<file path="config.mk">
export PLATFORM = sky130hd
export DESIGN_NAME = operand_bypass_unit
export DESIGN_NICKNAME = d
export VERILOG_FILES = /design/src/rtl/operand_bypass_unit.sv
export SDC_FILE = /design/constraint.sdc
export NUM_CORES = 1
export LEC_CHECK = 0
export CELL_PAD_IN_SITES_DETAIL_PLACEMENT = 1
export CELL_PAD_IN_SITES_GLOBAL_PLACEMENT = 1
export CORE_ASPECT_RATIO = 1.5
export CORE_MARGIN = 10
export CORE_UTILIZATION = 32
export CTS_BUF_LIST = sky130_fd_sc_hd__clkbuf_4
export DETAILED_ROUTE_END_ITERATION = 8
export PLACE_DENSITY = 0.93
export SLEW_MARGIN = 15
export SYNTH_ARGS = -nofsm -noshare
export SYNTH_HDL_FRONTEND = slang
export SYNTH_SLANG_ARGS = --single-unit
</file>
<file path="constraint.sdc">
create_clock -name clk -period 3.3 [get_ports clk]
set_clock_uncertainty 0.05 [all_clocks]
set_input_delay 0.66 -clock clk [delete_from_list [all_inputs] [get_ports clk]]
set_output_delay 0.66 -clock clk [all_outputs]
set_load 0.005 [all_outputs]
</file>
<file path="src/rtl/operand_bypass_unit.sv">
// rtl/operand_bypass_unit.sv - operand forwarding and load-use hazard unit for the 5-stage pipeline
// Optional FWD_STATS_EN macro enables the forward/stall event counters.
module operand_bypass_unit #(
    parameter int XLEN       = 32,
    parameter int REG_ADDR_W = 5,
    parameter int NUM_RD     = 2,
    parameter int STAGES     = 3
) (
    input  logic                         clk,
    input  logic                         rst,
    input  logic                         issue_valid,
    input  logic                         issue_wen,
    input  logic                         issue_load,
    input  logic [REG_ADDR_W-1:0]        issue_rd,
    input  logic                         flush,
    input  logic [XLEN-1:0]              ex_result,
    input  logic [XLEN-1:0]              mem_rdata,
    input  logic [NUM_RD*REG_ADDR_W-1:0] rs_addr,
    input  logic [NUM_RD*XLEN-1:0]       rf_rdata,
    output logic [NUM_RD*XLEN-1:0]       fwd_data,
    output logic [NUM_RD-1:0]            fwd_hit,
    output logic                         stall,
    output logic [31:0]                  fwd_count,
    output logic [31:0]                  stall_count
);

    typedef struct packed {
        logic                  valid;
        logic                  wen;
        logic                  load;
        logic [REG_ADDR_W-1:0] rd;
        logic                  dvalid;
        logic [XLEN-1:0]       data;
    } entry_t;

    entry_t ents_q [STAGES];
    entry_t ents_d [STAGES];

    logic [XLEN-1:0]        live     [STAGES];
    logic                   fwdable  [STAGES];
    logic [NUM_RD*XLEN-1:0] fwd_data_c;
    logic [NUM_RD-1:0]      fwd_hit_c;
    logic [NUM_RD-1:0]      load_use;
    logic                   stall_c;

    // Values still in flight on the EX/MEM buses are taken live rather than from storage.
    always_comb begin
        for (int k = 0; k < STAGES; k++) begin
            live[k]    = ents_q[k].data;
            fwdable[k] = ents_q[k].dvalid;
        end
        live[0]    = ex_result;
        fwdable[0] = !ents_q[0].load;
        if (ents_q[1].load) begin
            live[1]    = mem_rdata;
            fwdable[1] = 1'b1;
        end
    end

    // Scan oldest to youngest so the youngest matching entry overwrites older ones.
    always_comb begin
        fwd_data_c = rf_rdata;
        fwd_hit_c  = '0;
        load_use   = '0;
        for (int p = 0; p < NUM_RD; p++) begin
            for (int k = STAGES - 1; k >= 0; k--) begin
                if (ents_q[k].valid && ents_q[k].wen &&
                    ents_q[k].rd == rs_addr[p*REG_ADDR_W +: REG_ADDR_W] &&
                    rs_addr[p*REG_ADDR_W +: REG_ADDR_W] != '0) begin
                    fwd_hit_c[p]                = fwdable[k];
                    load_use[p]                 = !fwdable[k];
                    fwd_data_c[p*XLEN +: XLEN]  = fwdable[k] ? live[k] : rf_rdata[p*XLEN +: XLEN];
                end
            end
        end
        stall_c = issue_valid && !flush && (|load_use);
    end

    always_comb begin
        ents_d[0] = '0;
        if (issue_valid && !stall_c && !flush) begin
            ents_d[0].valid = 1'b1;
            ents_d[0].wen   = issue_wen;
            ents_d[0].load  = issue_load;
            ents_d[0].rd    = issue_rd;
        end

        ents_d[1] = ents_q[0];
        if (flush) begin
            ents_d[1] = '0;
        end else if (ents_q[0].valid && !ents_q[0].load) begin
            ents_d[1].data   = ex_result;
            ents_d[1].dvalid = 1'b1;
        end

        for (int k = 1; k < STAGES - 1; k++) begin
            ents_d[k+1] = ents_q[k];
        end
        if (ents_q[1].load) begin
            ents_d[2].data   = mem_rdata;
            ents_d[2].dvalid = 1'b1;
        end
    end

    always_ff @(posedge clk) begin
        if (rst) begin
            for (int k = 0; k < STAGES; k++) ents_q[k] <= '0;
        end else begin
            for (int k = 0; k < STAGES; k++) ents_q[k] <= ents_d[k];
        end
    end

    assign fwd_data = fwd_data_c;
    assign fwd_hit  = fwd_hit_c;
    assign stall    = stall_c;

`ifdef FWD_STATS_EN
    logic [31:0] fwd_count_q, fwd_count_d;
    logic [31:0] stall_count_q, stall_count_d;
    logic [31:0] pop;
    logic [32:0] fsum;

    // Both counters saturate instead of wrapping.
    always_comb begin
        pop = '0;
        for (int p = 0; p < NUM_RD; p++) pop = pop + 32'(fwd_hit_c[p]);
        fsum          = {1'b0, fwd_count_q} + {1'b0, pop};
        fwd_count_d   = fwd_count_q;
        stall_count_d = stall_count_q;
        if (issue_valid && !stall_c) fwd_count_d = fsum[32] ? '1 : fsum[31:0];
        if (stall_c && stall_count_q != '1) stall_count_d = stall_count_q + 32'd1;
    end

    always_ff @(posedge clk) begin
        if (rst) begin
            fwd_count_q   <= '0;
            stall_count_q <= '0;
        end else begin
            fwd_count_q   <= fwd_count_d;
            stall_count_q <= stall_count_d;
        end
    end

    assign fwd_count   = fwd_count_q;
    assign stall_count = stall_count_q;
`else
    assign fwd_count   = 32'd0;
    assign stall_count = 32'd0;
`endif

endmodule

</file>
==> reports/qor.txt, run 1 <==
status: finished, violations left
failing checks: negative setup slack
Final Cycle Share: 1.04
top cell type's share of synthesized area: 0.243
register with the most flip-flops: ents_q
Via density: 5.84
Area Overhead vs Synth: 54.1%
Total GRT Usage: 0.248
Leakage: 4.68 nW
core area: 22500 sq um
CTS tree: done
Routed WL: 40800 microns
die outline width: 144 microns
HPWL after DPL: 25200 microns
Final Net Count: 1413
Cells after Synth: 989
CP Launch Point: ents_q[0][76]
Longest Clk Path Bufs: 2
largest registers: ents_q: 89 flops
worst slew pin tran: 682 ps
RSZ-0062 raised after global routing: yes
port buffer count: 215
Die Ht: 205 microns
Sink Count: 89
cell taking the most area after synthesis: dfxtp_1
WL/cell: 26.3 microns
Synthesis Warnings: 0
Fin. Hold Viols: 0
Final Critical Period: 3430 ps
largest net degree at the start of global routing: 56
mux contribution to synthesized area: 0.0875
Synth cell types: 49
R2R Path Start: ents_q[0][76]
die area: 29500 sq um
setup slack on the worst flop-to-flop path: 900 ps
Adder-Cell Fraction of Synth Area: 0
ranking of synthesized cells by area: dfxtp_1 24%, a21oi_1 13%, mux2i_1 8.7%
post-synthesis xor/xnor area fraction: 0.0347
worst-path fanout max: 5
final setup margin: -134 ps
largest family of logic cells by synthesized area: compound AO/OA/AOI/OAI gates
Worst-Skew Late Latency: 490 ps
clock root cell: clkbuf_4
# setup viols final: 21
vias: 9049
CTS Buf Count: 9
DP Worst Slack: -907 ps
Worst Setup End Kind: output pin
EDFF count, synth: 0
1st-iter DRT viols: 627
Power Total: 0.00255 W
sequential area share after synthesis: 0.243
simple-gate portion of the synthesized area: 0.196
Max-Cap Viols: 0
maximum VDD drop: 0.184 mV
fmax: 291 MHz
WP data arrival: 2720 ps
initial core utilization: 0.326
syn_area_per_cell: 7.40 sq um
startpoint types: register
Most used DFF post-synth: dfxtp_1
# hold bufs at CTS: 0
share of cells above drive strength 1: 0.288
FFs w/ async S/R, synth: 0
P per Cell Area: 226 nW/um^2
Fillers: 2707
residual DRC count: 0
Row Count: 67
GRT overflow: 0
hold_sp: ents_q[0][39]
max reg flops: 89
Final TNS setup: -896 ps
Compound-Gate Fraction of Synth Area: 0.306
Hold Crit Class: reg -> reg
DR pass1 iterations: 5
Rel. slew slack: 0.544
H-tree levels: 3
Ports: 280
Placer Congestion: 0.912
Mapped Area: 7320 sq um
Clock transition at path regs: 190 ps
FF+latch count, synth: 89
max-slew violations: 0
first-pass GRT wire length: 57500 microns
crit path kind: reg -> out
number of routed nets with antenna violations: 0
initial antenna violation count: 5
vias in the first global route: 9997
Required @ worst endpoint: 2590 ps
cells in the final DEF, fill, tap and decap left out, types with 6 or more instances in the layout:
cell / synthesis / final
nand2_1: 78 / 75
clkbuf_4: 0 / 9
and3_1: 26 / 25
a21oi_1: 185 / 177
mux2i_2: 0 / 7
o2bb2ai_1: 23 / 14
buf_12: 0 / 21
buf_8: 0 / 7
inv_1: 26 / 26
a21boi_0: 8 / 8
nor2b_1: 63 / 57
clkbuf_2: 2 / 6
a211oi_2: 29 / 28
mux2i_1: 64 / 55
buf_2: 14 / 62
xnor2_2: 0 / 6
and2_1: 8 / 8
dfxtp_2: 0 / 7
buf_6: 8 / 38
o21ai_1: 21 / 23
o2bb2ai_2: 0 / 9
xor2_1: 8 / 8
o21ai_2: 0 / 13
nor2b_2: 0 / 6
xnor2_1: 21 / 11
o21ai_0: 22 / 7
o21bai_1: 23 / 17
dfxtp_4: 0 / 7
o22ai_2: 0 / 8
clkdlybuf4s50_1: 0 / 137
dfxtp_1: 89 / 75
o22ai_1: 32 / 23
nand3_1: 10 / 8
nand2b_1: 8 / 8
a21oi_2: 0 / 8
nor2_1: 65 / 63
buf_4: 66 / 60
conb_1: 1 / 64
cells by family after synthesis:
| family | Yosys count |
|---|---|
| buffers and inverters | 170 |
| flip-flops | 89 |
| XOR/XNOR | 29 |
| other | 1 |
| AO/OA/AOI/OAI | 352 |
| AND/OR/NAND/NOR | 284 |
| multiplexers | 64 |
power breakdown:
| part | switching [W] | internal (W) | total [W] |
|---|---|---|---|
| sequential | 0.0000172 | 0.00108 | 0.00110 |
| clock | 0.000487 | 0.000246 | 0.000733 |
| combinational | 0.000357 | 0.000356 | 0.000713 |
| total | 0.000861 | 0.00169 | 0.00255 |
repair_timing:
action | in CTS | in global routing
resized for setup | 379 | 124
gates cloned | 9 | 4
buffers inserted | 36 | 12
endpoints found under the setup margin | 67 | 67
pin swaps | 54 | 59
through the flow:
step | util | hold slack, ps | instances | area, sq um
after floorplan | - | 380 | 1052 | 7560
after global placement | 0.444 | 396 | 1476 | 9980
after detailed placement | 0.444 | 412 | 1476 | 9980
after CTS | 0.481 | 450 | 1534 | 10800
after global routing | 0.502 | 460 | 1550 | 11300
final | 0.502 | 450 | 1550 | 11300
synthesized netlist by cell type, types with 2 or more instances:
cell,number
clkbuf_2,2
o21ai_1,21
a211oi_2,29
a211oi_1,3
nand2b_1,8
dfxtp_1,89
nor2b_1,63
nand3_1,10
and3_1,26
xnor2_1,21
or4_1,4
xor2_1,8
o21ai_0,22
o2bb2ai_1,23
a21oi_1,185
nor2_2,3
clkbuf_1,52
nor2_1,65
buf_4,66
inv_1,26
buf_2,14
and2_1,8
mux2i_1,64
a21boi_0,8
nand4_1,4
buf_6,8
o22ai_1,32
nand2_1,78
nor3_1,2
nor4_1,4
o21bai_1,23
routing by layer:
metal | global-route usage | up-vias | routed length, microns
met3 | 0.0591 | 195 | 3290
met2 | 0.433 | 572 | 19900
li1 | - | 3917 | -
met5 | 0 | - | 0
met1 | 0.260 | 4365 | 14900
met4 | 0.160 | 0 | 2690
final cells by class:
| class | count | area [sq um] | share of cell area |
|---|---|---|---|
| timing repair buffer | 343 | 3400 | 0.302 |
| tap | 276 | 345 | 0.0306 |
| sequential | 89 | 1820 | 0.161 |
| antenna | 5 | 12.5 | 0.00111 |
| inverter | 27 | 101 | 0.00898 |
| clock buffer | 9 | 67.6 | 0.00599 |
| multi-input combinational | 794 | 5450 | 0.483 |
| clock inverter | 7 | 85.1 | 0.00754 |
critical path, stage by stage (launching register included):
cell      delay [ps]
dfxtp_4          410
buf_6            120
xor2_1           150
nor4_1           200
buf_4            200
buf_6            110
and3_4           320
buf_6            150
buf_6            140
a211oi_2          50
o22ai_1          210
buf_2            170
path summary, 6_finish.rpt:
kind | cells after the start | to
worst max-delay path | 11 | fwd_data[2]
worst min-delay path | 1 | ents_q[0][80]
worst max register to register | 12 | ents_q[0][37]
worst min register to register | 1 | ents_q[0][80]
(Power assumes the default switching activity.)
==> run 2, diff against run 1 <==
CTS_CLUSTER_SIZE = 16   (was default)
clock period = 3.55 ns   (was 3.3 ns; I/O delays follow)
==> run 2 against run 1 <==
Against the previous run:
- the run now ends clean
- highest routed layer unchanged
- sequential cell count unchanged
- global-route usage shrank 2.3 points
- die area is the same
==> reports/qor.txt, run 2 (same netlist as run 1, synthesis figures left out) <==
Placer Congestion: 0.911 (-0.14%)
register with the most flip-flops: ents_q
status: completed
CTS Buf Count: 9 (unchanged)
share of cells above drive strength 1: 0.200 (-0.0889)
switch share: 0.323 (-0.0148)
initial core utilization: 0.326 (unchanged)
worst-path cell chain: clkdlybuf4s15_2 > xnor2_2 > nand2_1 > or4_4 > nor2_4 > buf_12 > buf_12 > buf_6 > o2bb2ai_1 > o21bai_4 > buf_2
worst slew pin tran: 808 ps (+126 ps)
max-slew violations: 0 (unchanged)
largest net degree at the start of global routing: 59 (+5.4%)
Final Critical Period: 3530 ps
Longest Clk Path Bufs: 2 (unchanged)
initial antenna violation count: 4 (-1)
max reg flops: 89 (unchanged)
placed cell count: 1477 (+0.068%)
maximum VDD drop: 0.163 mV (-12%)
startpoint types: primary input
sequential power share: 0.445 (+0.013)
# setup viols final: 0 (-100%)
number of routed nets with antenna violations: 0 (unchanged)
DR pass1 iterations: 5 (unchanged)
GRT overflow: 0 (unchanged)
clock root cell: clkbuf_4
most used cell, CP: buf_12
Sink Count: 89 (unchanged)
Rel. slew slack: 0.461 (-0.0829)
die area: 29500 sq um (unchanged)
CTS tree: done
Ports: 280 (unchanged)
Required @ worst endpoint: 2790 ps (+200 ps)
H-tree levels: 3 (unchanged)
Routed WL: 35000 microns (-14%)
Hold Crit Class: reg -> reg
Fin. Hold Viols: 0 (unchanged)
Max-Cap Viols: 0 (unchanged)
vias in the first global route: 9377 (-6.2%)
Clock transition at path regs: 170 ps (-20 ps)
Worst-Skew Late Latency: 460 ps (-30 ps)
fmax: 283 MHz
Area Overhead vs Synth: 43.2%
Leakage: 4.33 nW (-7.5%)
crit-path max cell delay: 530 ps (+120 ps)
die outline width: 144 microns (unchanged)
WL/cell: 23.0 microns (-13%)
Worst Setup End Kind: output pin
residual DRC count: 0 (unchanged)
highest-count cells in the layout ignoring fill and taps: 183 x a21oi_1, 137 x clkdlybuf4s50_1, 85 x dfxtp_1, 77 x nand2_1
crit path kind: in -> out
non-filler cells in the finished layout: 1524 (-1.7%)
WP data arrival: 2770 ps (+50 ps)
Row Count: 67 (unchanged)
HPWL after DPL: 24800 microns (-1.6%)
first-pass GRT wire length: 52500 microns (-8.6%)
Via density: 5.57 (-4.6%)
largest registers: ents_q: 89 flops
1st-iter DRT viols: 471 (-25%)
# hold bufs at CTS: 0 (unchanged)
core area: 22500 sq um (unchanged)
Min Hold Slack: 445 ps (-5.06 ps)
P per Cell Area: 219 nW/um^2 (-2.8%)
Final Cycle Share: 0.994
worst-path fanout max: 6 (+1)
vias: 8492 (-6.2%)
Logic pwr share: 0.261 (-0.019)
Die Ht: 205 microns (unchanged)
Final Net Count: 1387 (-1.8%)
switching power: 0.000744 W (-14%)
Fillers: 2778 (+2.6%)
Cell Int Power: 0.00156 W (-7.6%)
commonest non-fill, non-tap cell in the layout: a21oi_1
Clock power frac: 0.294 (+0.006)
port buffer count: 215 (unchanged)
critical path's slowest cell: or4_4
Total GRT Usage: 0.225 (-0.0230)
==> run 2: changes by cell type in the layout (fill, tap and decap cells not counted), moves of 10 or more <==
cell / change
buf_2: -21
buf_6: -22
dfxtp_1: +10
dlygate4sd2_1: +14
o21ai_0: +14
o21ai_2: -12
==> run 2: worst paths after layout <==
kind | from | to | slack, ps | cells after the start
hold reg to reg | ents_q[0][39] | ents_q[0][80] | 440 | 1
setup / recovery | rs_addr[9] | fwd_data[56] | 20 | 11
setup reg to reg | ents_q[0][78] | ents_q[0][37] | 1360 | 9
hold / removal | ents_q[0][39] | ents_q[0][80] | 440 | 1
==> run 2: final cells by class <==
cell class,instances,area [sq um],share of cell area
well taps,276,345,0.0329
multi-input cells,793,4990,0.476
clock buffers,9,67.6,0.00644
flip-flops and latches,89,1790,0.171
clock inverters,7,92.6,0.00883
repair buffers,318,3080,0.294
diodes,5,12.5,0.00119
inverters,27,101,0.00966
==> run 2: power groups by stage <==
stage	Clock (W)	Combinational, W	Sequential [W]
after detailed placement	0	0.000608	0.00105
after global placement	0	0.000593	0.00104
after floorplan	0	0.000298	0.00104
after CTS	0.000698	0.000589	0.00102
after global routing	0.000732	0.000649	0.00103
final	0.000677	0.000600	0.00102
==> run 2: metrics by stage <==
stage	utilization	TNS (ps)	power, W	instance area, sq um	setup slack (ps)
after floorplan	-	0	0.00134	7560	571
after global routing	0.467	-377	0.00241	10500	-38.9
after global placement	0.447	-34480	0.00164	10000	-655
after CTS	0.467	0	0.00231	10500	3.10
after detailed placement	0.447	-37180	0.00165	10000	-697
final	0.467	0	0.00230	10500	19.8
==> run 2: per-layer routing <==
metal	global-route usage	vias up	routed length, microns
met3	0.0515	91	2380
met2	0.403	385	17700
li1	-	3864	-
met4	0.129	0	1570
met5	0	-	0
met1	0.236	4152	13300
==> run 2: repair_timing <==
item,in CTS,in global routing
pin swaps,23,10
gates resized for setup,258,28
setup endpoints to repair,67,62
buffers inserted,20,2
gates cloned,5,0
==> run 2: critical path: cells and delay by family <==
family | cells | cell delay [ps]
AO/OA/AOI/OAI | 2 | 270
AND/OR/NAND/NOR | 3 | 770
buffers and inverters | 5 | 780
XOR/XNOR | 1 | 220
